[src/rtl/hazard_md_pkg.sv]
// Shared types and helpers for the mul/div-aware hazard unit.
// Forward-select encoding and a non-zero index comparator.
package hazard_io;

    // E-stage operand mux select
    typedef enum logic [1:0] {
        FWD_RF = 2'b00,
        FWD_W  = 2'b01,
        FWD_M  = 2'b10,
        FWD_MD = 2'b11
    } fwd_sel_t;

    // Widest register index the helper accepts
    localparam int IDXW = 16;

    // Index equality that never matches x0
    function automatic logic match_nz(
        input logic [IDXW-1:0] a,
        input logic [IDXW-1:0] b
    );
        return (a == b) && (a != '0);
    endfunction

endpackage

[src/rtl/hazard_md_scoreboard.sv]
// Tracks the single outstanding mul/div op: latency and destination.
// A new issue always reloads, even on the old op's final cycle.
module md_scoreboard #(
    parameter int AW     = 5,
    parameter int MD_LAT = 4,
    parameter int CW     = $clog2(MD_LAT + 1)
) (
    input  logic          clk,
    input  logic          reset,
    input  logic          mdStartE,
    input  logic [AW-1:0] rdE,
    output logic          mdBusy,
    output logic          late,
    output logic          mdWbEn,
    output logic [AW-1:0] mdWbRd
);

    logic [CW-1:0] cnt;
    logic [AW-1:0] pendRd;

    // Latency counter and destination capture
    always_ff @(posedge clk or posedge reset) begin
        if (reset) begin
            cnt    <= '0;
            pendRd <= '0;
        end else if (mdStartE) begin
            cnt    <= CW'(MD_LAT);
            pendRd <= rdE;
        end else if (cnt != '0) begin
            cnt    <= cnt - CW'(1);
        end
    end

    assign mdBusy = (cnt != '0);
    assign late   = (cnt > CW'(1));
    assign mdWbEn = (cnt == CW'(1));
    assign mdWbRd = pendRd;

endmodule

[src/rtl/hazard_md.sv]
// Hazard unit: M/W/mul-div forwarding, load-use and mul/div stalls,
// branch flush. Drives F/D/E enables and the mul/div write port.
module hazard_md #(
    parameter int NREGS  = 32,
    parameter int AW     = $clog2(NREGS),
    parameter int MD_LAT = 4,
    parameter int CW     = $clog2(MD_LAT + 1)
) (
    input  logic          clk,
    input  logic          reset,
    input  logic [AW-1:0] Rs1D,
    input  logic [AW-1:0] Rs2D,
    input  logic [AW-1:0] RdD,
    input  logic          RegWriteD,
    input  logic          MdStartD,
    input  logic [AW-1:0] Rs1E,
    input  logic [AW-1:0] Rs2E,
    input  logic [AW-1:0] RdE,
    input  logic          ResultSrcE_zero,
    input  logic          MdStartE,
    input  logic          PCSrcE,
    input  logic [AW-1:0] RdM,
    input  logic          RegWriteM,
    input  logic [AW-1:0] RdW,
    input  logic          RegWriteW,
    output logic          StallF,
    output logic          StallD,
    output logic          FlushD,
    output logic          FlushE,
    output logic [1:0]    ForwardAE,
    output logic [1:0]    ForwardBE,
    output logic          MdBusy,
    output logic          MdWbEn,
    output logic [AW-1:0] MdWbRd
);

    import hazard_io::*;

    // A second issue is only a conflict if ops overlap
    localparam logic MULTI = (MD_LAT > 1);

    function automatic logic hit(
        input logic [AW-1:0] a,
        input logic [AW-1:0] b
    );
        return match_nz(IDXW'(a), IDXW'(b));
    endfunction

    logic late;

    md_scoreboard #(
        .AW     (AW),
        .MD_LAT (MD_LAT),
        .CW     (CW)
    ) u_sb (
        .clk      (clk),
        .reset    (reset),
        .mdStartE (MdStartE),
        .rdE      (RdE),
        .mdBusy   (MdBusy),
        .late     (late),
        .mdWbEn   (MdWbEn),
        .mdWbRd   (MdWbRd)
    );

    fwd_sel_t fwdA;
    fwd_sel_t fwdB;

    // Source A select: M beats mul/div beats W
    always_comb begin
        fwdA = FWD_RF;
        if (RegWriteM && hit(RdM, Rs1E))
            fwdA = FWD_M;
        else if (MdWbEn && hit(MdWbRd, Rs1E))
            fwdA = FWD_MD;
        else if (RegWriteW && hit(RdW, Rs1E))
            fwdA = FWD_W;
    end

    // Source B select, same priority
    always_comb begin
        fwdB = FWD_RF;
        if (RegWriteM && hit(RdM, Rs2E))
            fwdB = FWD_M;
        else if (MdWbEn && hit(MdWbRd, Rs2E))
            fwdB = FWD_MD;
        else if (RegWriteW && hit(RdW, Rs2E))
            fwdB = FWD_W;
    end

    assign ForwardAE = fwdA;
    assign ForwardBE = fwdB;

    logic srcHitE;
    logic srcHitP;
    logic lwStall;
    logic mdRaw;
    logic mdWaw;
    logic mdStruct;
    logic stall;

    // Stall sources; at cnt==1 the write-through RF covers RAW
    always_comb begin
        srcHitE  = hit(Rs1D, RdE) | hit(Rs2D, RdE);
        srcHitP  = hit(Rs1D, MdWbRd) | hit(Rs2D, MdWbRd);
        lwStall  = ResultSrcE_zero & srcHitE;
        mdRaw    = (MdStartE & srcHitE) | (late & srcHitP);
        mdWaw    = RegWriteD
                 & ((MdStartE & hit(RdD, RdE))
                 | (late & hit(RdD, MdWbRd)));
        mdStruct = MdStartD & (late | (MdStartE & MULTI));
        stall    = lwStall | mdRaw | mdWaw | mdStruct;
    end

    // A taken branch kills the stalled D op, so do not hold F/D
    always_comb begin
        StallF = stall & ~PCSrcE;
        StallD = stall & ~PCSrcE;
        FlushD = PCSrcE;
        FlushE = stall | PCSrcE;
    end

endmodule

[config.mk]
export PLATFORM = sky130hd
export DESIGN_NAME = hazard_md
export DESIGN_NICKNAME = d
export VERILOG_FILES = /design/src/rtl/hazard_md_pkg.sv /design/src/rtl/hazard_md_scoreboard.sv /design/src/rtl/hazard_md.sv
export SDC_FILE = /design/constraint.sdc
export NUM_CORES = 1
export LEC_CHECK = 0
export CORE_UTILIZATION = 43
export DETAILED_ROUTE_END_ITERATION = 10
export GPL_TIMING_DRIVEN = 0
export PLACE_DENSITY = 0.95
export SLEW_MARGIN = 40
export SYNTH_ARGS = -nofsm -noshare
export SYNTH_HDL_FRONTEND = slang
export SYNTH_SLANG_ARGS = --single-unit
[constraint.sdc]
create_clock -name clk -period 6.2 [get_ports clk]
set_input_delay 1.55 -clock clk [delete_from_list [all_inputs] [get_ports clk]]
set_output_delay 1.55 -clock clk [all_outputs]
set_load 0.02 [all_outputs]
==> out/results.tsv <==
metric	value	unit
status	completed	
reported max-cap violation count	0	
CP Max Fanout	3	
Netlist cell types	31	
Seq/Total Area, Yosys	0.161	
RSZ-0062 raised after global routing	no	
Reg2Reg Depth	5	
layout cells sized above 1	0.0853	
critical path data arrival time	3780	ps
Rel. slew slack	0.752	
routed via count	1268	
Vias per Instance	5.24	
RR Startpoint	u_sb.cnt[0]	
first-pass iteration count of the detailed router	4	
Sw Share	0.387	
Seq pwr share	0.242	
Routed WL	3350	µm
CTS Buffer Depth	2	
pwr/cell area	164	nW/µm²
total CTS buffers	3	
Internal Power	0.195	mW
initial antenna violation count	0	
area grow syn2layout	55.6	%
Post-Syn Area	1240	µm²
Yosys reg bits	8	
met3 wire length	180	µm
root buf cell	clkbuf_4	
post-CTS sizing	0	
Most common cell on crit path	clkdlybuf4s50_1	
Hold Path End	u_sb.cnt[2]	
Detailed Route Iter0 Violations	55	
Comb pwr share	0.634	
Worst Path Required	4650	ps
total track usage	0.233	
post-layout min period	5330	ps
net switching power	0.123	mW
Avg Synthesized Cell Area	8.58	µm²
wl on met1	1540	µm
first-pass GRT wire length	5720	µm
Yosys top cell area share	0.261	
crit end category	primary output	
Cells after Synth	145	
Worst Hold Depth	1	
setup TNS	0	ps
Filler cells	232	
clk_lat worst skew	250	ps
CP Class	input port to primary output	
Placeable Area	2760	µm²
# setup viols final	0	
Post-CTS Hold Fix Bufs	0	
Final ANT Viol Nets	0	
total chip power	0.318	mW
commonest cells after routing, fill and taps aside	63 x clkdlybuf4s50_1, 37 x xnor2_1, 24 x xor2_1	
Hold Path Class	flop to flop	
nets	265	
Worst R2R Setup Slack	4990	ps
Max Clk Rate	188	MHz
top post-synthesis cells by area	xnor2_1 26%, xor2_1 17%, dfrtp_1 16%	
Overflow after GRT	0	
number of warnings issued by yosys	0	
detailed placement HPWL	2770	µm
chip height	55.8	µm
largest net degree at the start of global routing	11	
wire length on met2	1570	µm
htree depth	1	
worst-path cell chain	clkdlybuf4s50_1, or4_1, nor2_1, nor4_1, o22ai_1, a31oi_1, buf_4, clkdlybuf4s50_1	
# IOs	64	
GPL Wtd Cong	0.888	
postcts setup bufs	0	
Final Hold Viols	0	
CTS tree	done	
port bufs	63	
Cell Rows	19	
clk sinks	8	
startpoint types	input port	
die width	55.8	µm
CP max-delay cell	or4_1	
Async S/R FF share, synth	1.00	
Clock Skews	0.0636	ps
worst vdd ir	0.301	mV
final instance area	1940	µm²
Max Used Layer	met4	
die area	3110	µm²
Max stage delay on crit path	530	ps
Worst-path clk slew	50	ps
HP Start	u_sb.cnt[2]	
leakage	0.707	nW
Fin Hold WS	583	ps
starting density of the core	0.451	
leading area contributor after synthesis	xnor2_1	
Worst Tran Pin Value	368	ps
clock share of power	0.124	
most common cell after layout, fill and taps aside	clkdlybuf4s50_1	
Post-synth EDFFs	0	
period utilisation layout	0.860	
main flop type after synthesis	dfrtp_1	
post-DR wirelength/cell	13.8	µm
max-slew violation count	0	
vias in the first global route	1253	
ant diodes	0	
worst r2r dst	u_sb.cnt[1]	
placed cell areas	1910	µm²
drt drc	0	
Syn Nets	197	
worst max-delay path: cells and delay by family:
kind	cells	cell delay, ps
simple gates	3	740
buf+inv	3	1140
compound gates	2	350
layer usage:
layer | vias up | GRT usage
met3 | 4 | 0.0256
met1 | 565 | 0.294
met2 | 62 | 0.399
met5 | - | 0
li1 | 637 | -
met4 | 0 | 0.100
synth_stat cells (all sizes together) (4+ instances only):
master / number
xor2: 24
buf: 7
or4: 5
xnor2: 37
nor4: 8
mux2: 5
nor2: 5
dfrtp: 8
nand3: 9
inv: 4
how the worst max path moves through the flow:
stage / end / slack (ps) / cells past startpoint / from
6_report: StallF / 870 / 8 / Rs2D[1]
4_1_cts: StallF / 850 / 8 / Rs2D[1]
5_1_grt: StallF / 730 / 8 / Rs2D[1]
2_1_floorplan: StallF / 1790 / 6 / Rs1D[1]
3_3_place_gp: StallF / 850 / 8 / RdE[1]
3_5_place_dp: StallF / 860 / 8 / Rs2D[1]
registers in the layout, indices dropped and copies added, names as in the netlist:
name and cells:
u_sb.cnt 3, u_sb.mdWbRd 5
cell type report:
cell class              instances  area (µm²)  share of cell area
plain buffers                   8        66.3              0.0343
flip-flops and latches          8         200               0.103
inverters                       4        15.0             0.00776
repair buffers                 63         631               0.326
multi-input cells             125         962               0.497
clock buffers                   3        22.5              0.0116
well taps                      31        38.8              0.0200
through the flow:
step	cells	utilization	worst slack, ps
4_1_cts	242	0.702	847
6_report	242	0.702	867
3_5_place_dp	239	0.694	855
5_1_grt	242	0.702	728
3_3_place_gp	239	0.694	853
2_1_floorplan	145	-	1790
kinds of logic (layout without fill, tap and decap cells):
group | Yosys count | in the layout | synth area share
mux | 5 | 5 | 0.0453
compound gates | 16 | 16 | 0.0845
simple gates | 40 | 40 | 0.184
fa+ha+maj | 3 | 3 | 0.0302
xor+xnor | 61 | 61 | 0.430
buf+inv | 12 | 78 | 0.0654
flops | 8 | 8 | 0.161
power by group through the flow:
stage	registers [mW]	clock network, mW	logic [mW]
6_report	0.0769	0.0395	0.202
4_1_cts	0.0765	0.0424	0.203
2_1_floorplan	0.0786	0	0.116
3_5_place_dp	0.0770	0	0.202
3_3_place_gp	0.0772	0	0.197
5_1_grt	0.0785	0.0469	0.220
(Power assumes the default switching activity.)
